===== config.mk =====
export PLATFORM = sky130hd
export DESIGN_NAME = enc_4to2_keycap
export DESIGN_NICKNAME = d
export VERILOG_FILES = /design/src/rtl/enc_4to2_keycap.sv
export SDC_FILE = /design/constraint.sdc
export NUM_CORES = 1
export LEC_CHECK = 0
export CAP_MARGIN = 20
export CORE_ASPECT_RATIO = 0.8
export CORE_MARGIN = 2
export CORE_UTILIZATION = 35
export DETAILED_ROUTE_END_ITERATION = 8
export PLACE_DENSITY_LB_ADDON = 0.08
export SLEW_MARGIN = 5
export SYNTH_ARGS = -nofsm -noshare
export SYNTH_HDL_FRONTEND = slang
export SYNTH_SLANG_ARGS = --single-unit

===== constraint.sdc =====
create_clock -name clk -period 4.4 [get_ports clk]
set_input_delay 0.66 -clock clk [delete_from_list [all_inputs] [get_ports clk]]
set_output_delay 0.66 -clock clk [all_outputs]
set_load 0.005 [all_outputs]

===== src/rtl/enc_4to2_keycap.sv =====
// enc_4to2_keycap: debounced 4-line priority encoder feeding a 4-entry valid/ready FIFO
module enc_4to2_keycap #(
    parameter int DEBOUNCE_CYCLES = 4,
    parameter int CNT_W = 8
) (
    input  logic       clk,
    input  logic       rst,
    input  logic [3:0] in,
    output logic [1:0] out_code,
    output logic       out_multi,
    output logic       out_valid,
    input  logic       out_ready,
    output logic [2:0] level,
    output logic       overflow
);
    typedef enum logic [1:0] {IDLE, DEBOUNCE, HOLD} state_t;
    localparam logic [CNT_W-1:0] LAST = CNT_W'(DEBOUNCE_CYCLES - 1);
    state_t state_q, state_d;
    logic [3:0] cand_q, cand_d;
    logic [CNT_W-1:0] cnt_q, cnt_d;
    logic [2:0] mem_q [4];
    logic [2:0] mem_d [4];
    logic [1:0] wr_q, wr_d, rd_q, rd_d;
    logic [2:0] level_q, level_d;
    logic ovf_q, ovf_d;
    logic push, pop, accept;
    logic [2:0] entry;
    assign entry = {$countones(cand_q) > 1,
                    cand_q[3] ? 2'b11 : cand_q[2] ? 2'b10 : cand_q[1] ? 2'b01 : 2'b00};
    assign push = state_q == DEBOUNCE && in == cand_q && cnt_q == LAST;
    assign pop = level_q != 3'd0 && out_ready;
    assign accept = push && (level_q != 3'd4 || pop);
    always_comb begin
        state_d = state_q;
        cand_d = cand_q;
        cnt_d = cnt_q;
        if (state_q == IDLE && in != 4'd0) begin
            state_d = DEBOUNCE;
            cand_d = in;
            cnt_d = '0;
        end else if (state_q == DEBOUNCE) begin
            if (in == 4'd0) state_d = IDLE;
            else if (in != cand_q) begin
                cand_d = in;
                cnt_d = '0;
            end else if (cnt_q == LAST) state_d = HOLD;
            else cnt_d = cnt_q + 1'b1;
        end else if (state_q == HOLD && in == 4'd0) state_d = IDLE;
        mem_d = mem_q;
        if (accept) mem_d[wr_q] = entry;
        wr_d = accept ? wr_q + 2'd1 : wr_q;
        rd_d = pop ? rd_q + 2'd1 : rd_q;
        level_d = level_q + 3'(accept) - 3'(pop);
        ovf_d = ovf_q | (push & ~accept);
    end
    always_ff @(posedge clk) begin
        if (rst) begin
            state_q <= IDLE;
            cand_q <= '0;
            cnt_q <= '0;
            mem_q <= '{default: '0};
            wr_q <= '0;
            rd_q <= '0;
            level_q <= '0;
            ovf_q <= 1'b0;
        end else begin
            state_q <= state_d;
            cand_q <= cand_d;
            cnt_q <= cnt_d;
            mem_q <= mem_d;
            wr_q <= wr_d;
            rd_q <= rd_d;
            level_q <= level_d;
            ovf_q <= ovf_d;
        end
    end
    assign out_valid = level_q != 3'd0;
    assign out_code = out_valid ? mem_q[rd_q][1:0] : 2'b00;
    assign out_multi = out_valid & mem_q[rd_q][2];
    assign level = level_q;
    assign overflow = ovf_q;
endmodule


=== Yosys cells after proc, flatten, opt, wreduce, memory -nomap -nowiden ===
Index checks and enable logic that the tools add are counted.

* Output and inout port bits: 8
* Latch bits: 0
* Bits in registers: 34
* RAM bits: 0
* Memories: 0
* Bits of input ports: 7
* Word-level logic and storage cells: 86
* Bits in read-only memories: 0

* Eq/ne operators: 12
* Mux-type cells: 22
* Reductions and logical operators: 21
* Multiply operators: 0
* Order comparisons: 4
* Divide/modulo/power cells: 0
* Bitwise gates (word level): 7
* Shift-type cells: 0
* Add/subtract/negate cells: 8

{| class="wikitable"
|+ Operators by type and width
! cell !! number
|-
| $mux 2 || 8
|-
| $mux 4 || 4
|-
| $mux 8 || 2
|-
| $bwmux 12 || 1
|-
| $reduce_and 3->1 || 4
|-
| $mux 3 || 3
|-
| $add 8x1->8 const B || 1
|-
| $eq 8x2->1 const B || 1
|-
| $logic_and 1x1->1 || 7
|-
| $bmux 3 s2 || 1
|-
| $demux 3 s2 || 1
|-
| $ge 3x3->1 const B || 2
|-
| $ne 3x3->1 const B || 2
|-
| $not 2->3 || 2
|-
| $reduce_bool 2->1 || 3
|-
| $reduce_bool 3->1 || 2
|-
| $add 1x1->2 || 2
|-
| $add 2x1->2 const B || 2
|-
| $eq 4x4->1 || 1
|-
| $logic_not 4->1 || 1
|-
| $ne 4x3->1 const B || 1
|-
| $ne 4x4->1 || 1
|-
| $ne 4x4->1 const B || 1
|-
| $reduce_bool 4->1 || 1
|-
| 17 further kinds || 20
|}

=== Depth between registers and ports, before layout ===
Gate-level depths: netlist (run 1).

* Word-level depth: 7
* Mapped depth: 13
* Gate-level depth less buffers: 12

=== Worst setup path before layout (run 1) ===
OpenSTA, ideal clock, no wires.

* Path type: input to register
* Start point: input in[3]
* End point: register level_q[2] (netlist: level[2])
* Cell stages on the path: 13
* Library setup time: 128 ps
* Setup slack: 1671 ps
* Arrival time: 2601 ps
* Required time: 4272 ps
* Cell sequence: xnor2_1 -> and4_4 -> buf_6 -> buf_2 -> nand4_1 -> ha_1 -> inv_1 -> ha_1 -> inv_1 -> fa_1 -> xor2_1 -> xnor2_1 -> nor2_1

* Longest elaborated chain between the ends: 6

{| class="wikitable"
|+ RTL lines
! item !! RTL line !! RTL
|-
| from (decl) || 8 || <nowiki>input logic [3:0] in,</nowiki>
|-
| $eq 4x4->1 || 30 || <nowiki>assign push = state_q == DEBOUNCE && in == cand_q && cnt_q == LAST;</nowiki>
|-
| $logic_and 1x1->1 (2 in a row) || 30 ||
|-
| $logic_and 1x1->1 || 32 || <nowiki>assign accept = push && (level_q != 3'd4 || pop);</nowiki>
|-
| $add 3x1->3 || 53 || <nowiki>level_d = level_q + 3'(accept) - 3'(pop);</nowiki>
|-
| $sub 3x1->3 || 53 ||
|-
| to (signal assigned) || 73 || <nowiki>level_q <= level_d;</nowiki>
|-
| to (decl) || 24 || <nowiki>logic [2:0] level_q, level_d;</nowiki>
|}

No other way between the ends.
A chain may end at the register's enable or synchronous reset.

=== Worst setup path after layout (run 1) ===
Ends and elaborated chain as after synthesis.

==> results.json, run 1 <==
{
  "async_reset_ff_frac": 0,
  "vdd_drop_max_v": 0.0001030,
  "ys_types": 37,
  "cp.depth": 12,
  "critPathBufInv": 3,
  "synth_area_leader_cell": "dfxtp_1",
  "holdPathStages": 2,
  "syn_to_final_growth_pct": 12.38,
  "pin_count": 15,
  "drt_iter0_markers": 107,
  "top_usage_layer": "met2",
  "routed_via_density": 5.396,
  "cp_slowest_cell": "clkdlybuf4s50_1",
  "synth_top_cells_by_area": "dfxtp_1 (36%), mux2i_1 (6.4%), nand2b_1 (6.3%)",
  "max_cap_violations": 0,
  "yosysWarnings": 0,
  "initial_utilization": 0.3692,
  "cts.hold.buffers_added": 0,
  "postCtsSetupBuffers": 0,
  "grt_overflow": 0,
  "synth_seq_cells": 34,
  "grt_pass1_vias": 1498,
  "syn_inst": 203,
  "path_max_fanout": 18,
  "leakage_nw": 0.7634,
  "end_kind": "flip-flop",
  "wire_per_inst_um": 15.06,
  "use_met3": 0.04167,
  "rows": 23,
  "max_freq_ghz": 0.3313,
  "ant_nets": 0,
  "slew_viol_final": 0,
  "hold_path.class": "reg2reg",
  "numCtsBuffers": 5,
  "syn-cell-area_mm2": 0.001881,
  "max_stage_delay_ps": 560,
  "cts-htree-levels": 2,
  "startpoint_type": "input pin",
  "synth_edf_count": 0,
  "crit_type": "in2reg",
  "clock_skew_ps": 4.021,
  "preCtsSetupSlack_ps": 1076,
  "grt_max_degree": 41,
  "worstMarginPinSlew_ps": 912.2,
  "place_area_mm2": 0.002037,
  "cp_cell_sequence": "clkdlybuf4s50_1, xnor2_1, and4_4, nand4_1, ha_1, inv_1, ha_1, inv_1, fa_1, xor2_1, xnor2_1, nor2_1",
  "ys_top_cells_by_count": "dfxtp_1 (34), nand2b_1 (19), nor3_1 (14), mux2i_1 (12)",
  "status": "complete, no violations",
  "cp_data_arrival_time_ps": 3180,
  "fin_crit_ps": 3018,
  "dieArea_mm2": 0.005979,
  "via_count": 1484,
  "yosysMostFrequentCell": "dfxtp_1",
  "portBuffers": 14,
  "core_area_mm2": 0.005094,
  "routabilityCongestion": 0.7928,
  "clk_pin_slew_ps": 70,
  "grt_pass1_wl_um": 7169,
  "grt_usage": 0.1537,
  "avgSynthCellArea_um2": 9.264,
  "ys.flop_type": "dfxtp_1",
  "antenna_found_initial": 0,
  "routed_wl_um": 4141,
  "min_period_over_period": 0.6860,
  "die_h_um": 69.56,
  "clk_latency_ps": 280,
  "cts_tree": "yes",
  "final-setup-viol-count": 0,
  "dp_hpwl_um": 3072,
  "route.detailed.drc": 0,
  "antenna_cells": 0,
  "worst_slew_margin_rel": 0.3868,
  "grt_use_met1": 0.2118,
  "tns_ps": 0,
  "synth_nets": 219,
  "rsz0062_at_grt": "no",
  "cts-root-buf": "clkbuf_8",
  "cellPowerDensity_mw_per_mm2": 345.2,
  "power_mw": 0.7295,
  "drive_gt1_frac": 0.07042,
  "clock-sinks": 34,
  "nets": 229,
  "fin_area_mm2": 0.002113,
  "r2r_cells": 12,
  "hold_viol_final": 0,
  "grt_util_met2": 0.2274,
  "critPathRequiredTime_ps": 4560,
  "seq_area_frac_synth": 0.3619,
  "post_cts_resized": 0,
  "critPathTopFamily": "adder cells",
  "die_x_um": 85.95,
  "drtPass1Iterations": 4,
  "yosysTopAreaCellShare": 0.3619,
  "fin_util": 0.4149,
  "layout_setup_ws_ps": 1382,
  "cts_buffer_depth": 2
}
[stage by stage]
stage | hold slack, ps | cells
finish | 480.6 | 275
global route | 503.4 | 275
CTS | 484.5 | 275
detailed placement | 475.4 | 268
global placement | 460.7 | 268
floorplan | 448.6 | 203
[per-layer routing]
| layer | routed length [um] | vias up |
|---|---|---|
| met3 | 132 | 9 |
| met5 | 0 | - |
| met2 | 1772 | 30 |
| li1 | - | 741 |
| met4 | 82 | 0 |
| met1 | 2154 | 704 |
[cell type report]
type                            count  area, um2
Inverter                           11      41.29
Sequential cell                    34      680.7
Timing Repair Buffer               15      147.6
Tap cell                           62      77.57
Multi-Input combinational cell    146       1090
Fill cell                         493       2980
Clock buffer                        7      76.32
[report_power, final]
part / switching (mW) / total (mW) / internal [mW]
sequential: 0.0249 / 0.350 / 0.325
clock: 0.106 / 0.215 / 0.109
combinational: 0.0750 / 0.165 / 0.0901
total: 0.206 / 0.729 / 0.524
[sequential cells by signal (all words and copies together), names as in the netlist]
name	count
mem_q	12
cnt_q	8
cand_q	4
level	3
rd_q	2
state_q	2
wr_q	2
overflow	1
[worst min-delay path: stages (launching register included)]
cell	delay, ps
dfxtp_1	310
nand2b_1	60
mux2i_1	60
[placed cells by master, fill, tap and decap left out, types with 6 or more instances in the layout]
cell and count:
dfxtp_1 34, nand2b_1 19, nor3_1 14, clkdlybuf4s50_1 14
mux2i_1 12, inv_1 11, xnor2_1 11, nor2_1 10
nand4_1 9, nand3_1 8, nor4_1 7, ha_1 7
and2_1 6, a31oi_1 6
[logic make-up after synthesis]
kind of cell,count (synthesis),share of synthesized area
AO/OA/AOI/OAI,21,0.07452
multiplexers,15,0.09980
AND/OR/NAND/NOR,87,0.2721
buffers and inverters,23,0.05855
adder cells (fa/ha/maj),9,0.06786
XOR/XNOR,14,0.06520
flip-flops,34,0.3619
[final timing paths]
path	start	endpoint	slack, ps
worst min register to register	mem_q[11]	mem_q[11]	480
worst max register to register	cnt_q[0]	level[2]	1420
worst min-delay path	mem_q[11]	mem_q[11]	480
worst max-delay path	in[3]	level[2]	1380
(Power assumes the default switching activity.)
==> inputs of run 2 (changes only) <==
==> constraint.sdc (replaced) <==
create_clock -name clk -period 2.5 [get_ports clk]
set_input_delay 0.375 -clock clk [delete_from_list [all_inputs] [get_ports clk]]
set_output_delay 0.375 -clock clk [all_outputs]
set_load 0.005 [all_outputs]
==> run 2 against run 1 <==
Core utilization is 4.2 points higher. Combinational power is 110% higher. First-iteration DRC count rose by 35%. Register-to-register slack worse by 1300 ps. Flip-flop and latch count stayed put. Highest routed layer unchanged.
==> results.json, run 2 (same netlist as run 1, synthesis figures left out) <==
{
  "status": "complete, no violations",
  "rrSetupSlack_ps": 170,
  "routed_wl_um": 4361,
  "cts-root-buf": "clkbuf_8",
  "pwr-share-clk": 0.305,
  "rsz0062_at_grt": "no",
  "preCtsSetupSlack_ps": -312.9,
  "slew_viol_final": 0,
  "cts_tree": "yes",
  "end_kind": "flip-flop",
  "fin_crit_ps": 2383,
  "startpoint_type": "input pin",
  "drtPass1Iterations": 4,
  "nets": 247,
  "core_area_mm2": 0.005094,
  "antenna_cells": 0,
  "drive_gt1_frac": 0.1897,
  "layout_common_cells": "dfxtp_1 (32), nand2b_1 (19), buf_4 (19), nor3_1 (14), mux2i_1 (12)",
  "numCtsBuffers": 5,
  "cp_cell_sequence": "clkdlybuf4s50_1, or4b_4, nand4_1, ha_1, inv_1, ha_1, inv_1, fa_2, xor2_1, xnor2_1, nor2_1",
  "worstMarginPinSlew_ps": 397.1,
  "clk_pin_slew_ps": 70,
  "tns_ps": 0,
  "wire_per_inst_um": 14.83,
  "r2r-start": "cnt_q[1]",
  "grt_usage": 0.1504,
  "critPathBufInv": 3,
  "p_seq_frac": 0.442,
  "power_mw": 1.379,
  "place_inst": 284,
  "clk_latency_ps": 280,
  "route.detailed.drc": 0,
  "combPwrFrac": 0.253,
  "leakage_nw": 0.9105,
  "final_common_cell": "dfxtp_1",
  "min_period_over_period": 0.9532,
  "fin_area_mm2": 0.002325,
  "cts_buffer_depth": 2,
  "rows": 23,
  "holdPathStages": 2,
  "max_freq_ghz": 0.4196,
  "r2r_cells": 12,
  "ant_nets": 0,
  "hp-start": "mem_q[11]",
  "p_switching_mw": 0.3870,
  "place_area_mm2": 0.002168,
  "routabilityCongestion": 0.8474,
  "cellPowerDensity_mw_per_mm2": 593.2,
  "portBuffers": 14,
  "reg_top3": "mem_q (12), cnt_q (8), cand_q (4)",
  "critPathRequiredTime_ps": 2660,
  "cp_slowest_cell": "or4b_4",
  "crit_type": "in2reg",
  "r2r-end": "level[2]",
  "instances_no_fill": 294,
  "path_max_fanout": 2,
  "fillers": 484,
  "hold_end": "mem_q[11]",
  "syn_to_final_growth_pct": 23.62,
  "dp_hpwl_um": 3148,
  "die_h_um": 69.56,
  "initial_utilization": 0.3692,
  "antenna_found_initial": 0,
  "hold_viol_final": 0,
  "hold_path.class": "reg2reg",
  "vdd_drop_max_v": 0.0001912,
  "grt_pass1_wl_um": 7182,
  "cp_data_arrival_time_ps": 2540,
  "worst_slew_margin_rel": 0.7353,
  "swShare": 0.2806,
  "clock-sinks": 34,
  "grt_pass1_vias": 1509,
  "grt_max_degree": 41,
  "layout_setup_ws_ps": 116.9,
  "max_stage_delay_ps": 500,
  "largest_reg_flops": 12,
  "critPathTopFamily": "adder cells",
  "internal_power_mw": 0.9920,
  "final-setup-viol-count": 0,
  "clock_skew_ps": 4.484,
  "cts-htree-levels": 2,
  "drt_iter0_markers": 144,
  "dieArea_mm2": 0.005979,
  "max_cap_violations": 0,
  "pin_count": 15,
  "routed_via_density": 5.194,
  "die_x_um": 85.95,
  "via_count": 1527,
  "largest_register": "mem_q",
  "grt_overflow": 0
}
-- run 2: per-stage QoR --
stage	hold slack (ps)	utilization
floorplan	448.6	-
global route	503.8	0.4564
finish	480.5	0.4564
detailed placement	467.3	0.4257
CTS	483.0	0.4434
global placement	462.1	0.4257
-- run 2: final cells by class --
type / count / area [um2] / area share
clock buffers: 7 / 86.33 / 0.03714
clock inverters: 1 / 5.005 / 0.002153
inverters: 11 / 41.29 / 0.01776
multi-input cells: 146 / 1142 / 0.4914
flip-flops and latches: 34 / 683.2 / 0.2939
well taps: 62 / 77.57 / 0.03337
repair buffers: 33 / 289.0 / 0.1243
-- run 2: routing by layer --
metal / global-route usage / share of wire / vias up / wire length [um]
li1: - / - / 776 / -
met1: 0.2115 / 0.51 / 723 / 2220
met2: 0.2300 / 0.45 / 26 / 1949
met3: 0.03690 / 0.039 / 2 / 170
met4: 0.03880 / 0.0048 / 0 / 21
met5: 0 / 0 / - / 0
-- run 2: worst max path at each step --
stage / from / endpoint / slack (ps) / depth (start not counted)
2_1_floorplan: cnt_q[0] / level[2] / 10 / 13
3_3_place_gp: in[3] / level[2] / -290 / 12
3_5_place_dp: in[3] / level[2] / -310 / 12
4_1_cts: in[0] / level[2] / 30 / 12
5_1_grt: cnt_q[1] / level[2] / 20 / 12
6_report: out_ready / level[2] / 120 / 11
-- run 2: repair_timing --
| action | CTS | global route |
|---|---|---|
| hold endpoints to repair | 0 | 0 |
| gates resized for setup | 1 | 12 |
| hold buffers | 0 | 0 |
| buffers inserted | 0 | 2 |
| setup endpoints to repair | 1 | 1 |
| pin swaps | 0 | 3 |
-- run 2: worst reg2reg max path: stages, from the launching register on --
cell and delay (ps):
dfxtp_2 360, ha_4 160, nor4b_4 200, and2_4 190, nand4_1 90, ha_1 280
inv_1 50, ha_1 130, inv_1 60, fa_2 330, xor2_1 150, xnor2_1 160
nor2_1 50
-- run 2: power groups by stage --
stage	logic [mW]	clock network, mW	registers, mW
after floorplan	0.194	0	0.619
after global placement	0.339	0	0.620
after detailed placement	0.345	0	0.620
after CTS	0.346	0.436	0.608
after global routing	0.380	0.463	0.616
final	0.349	0.420	0.610
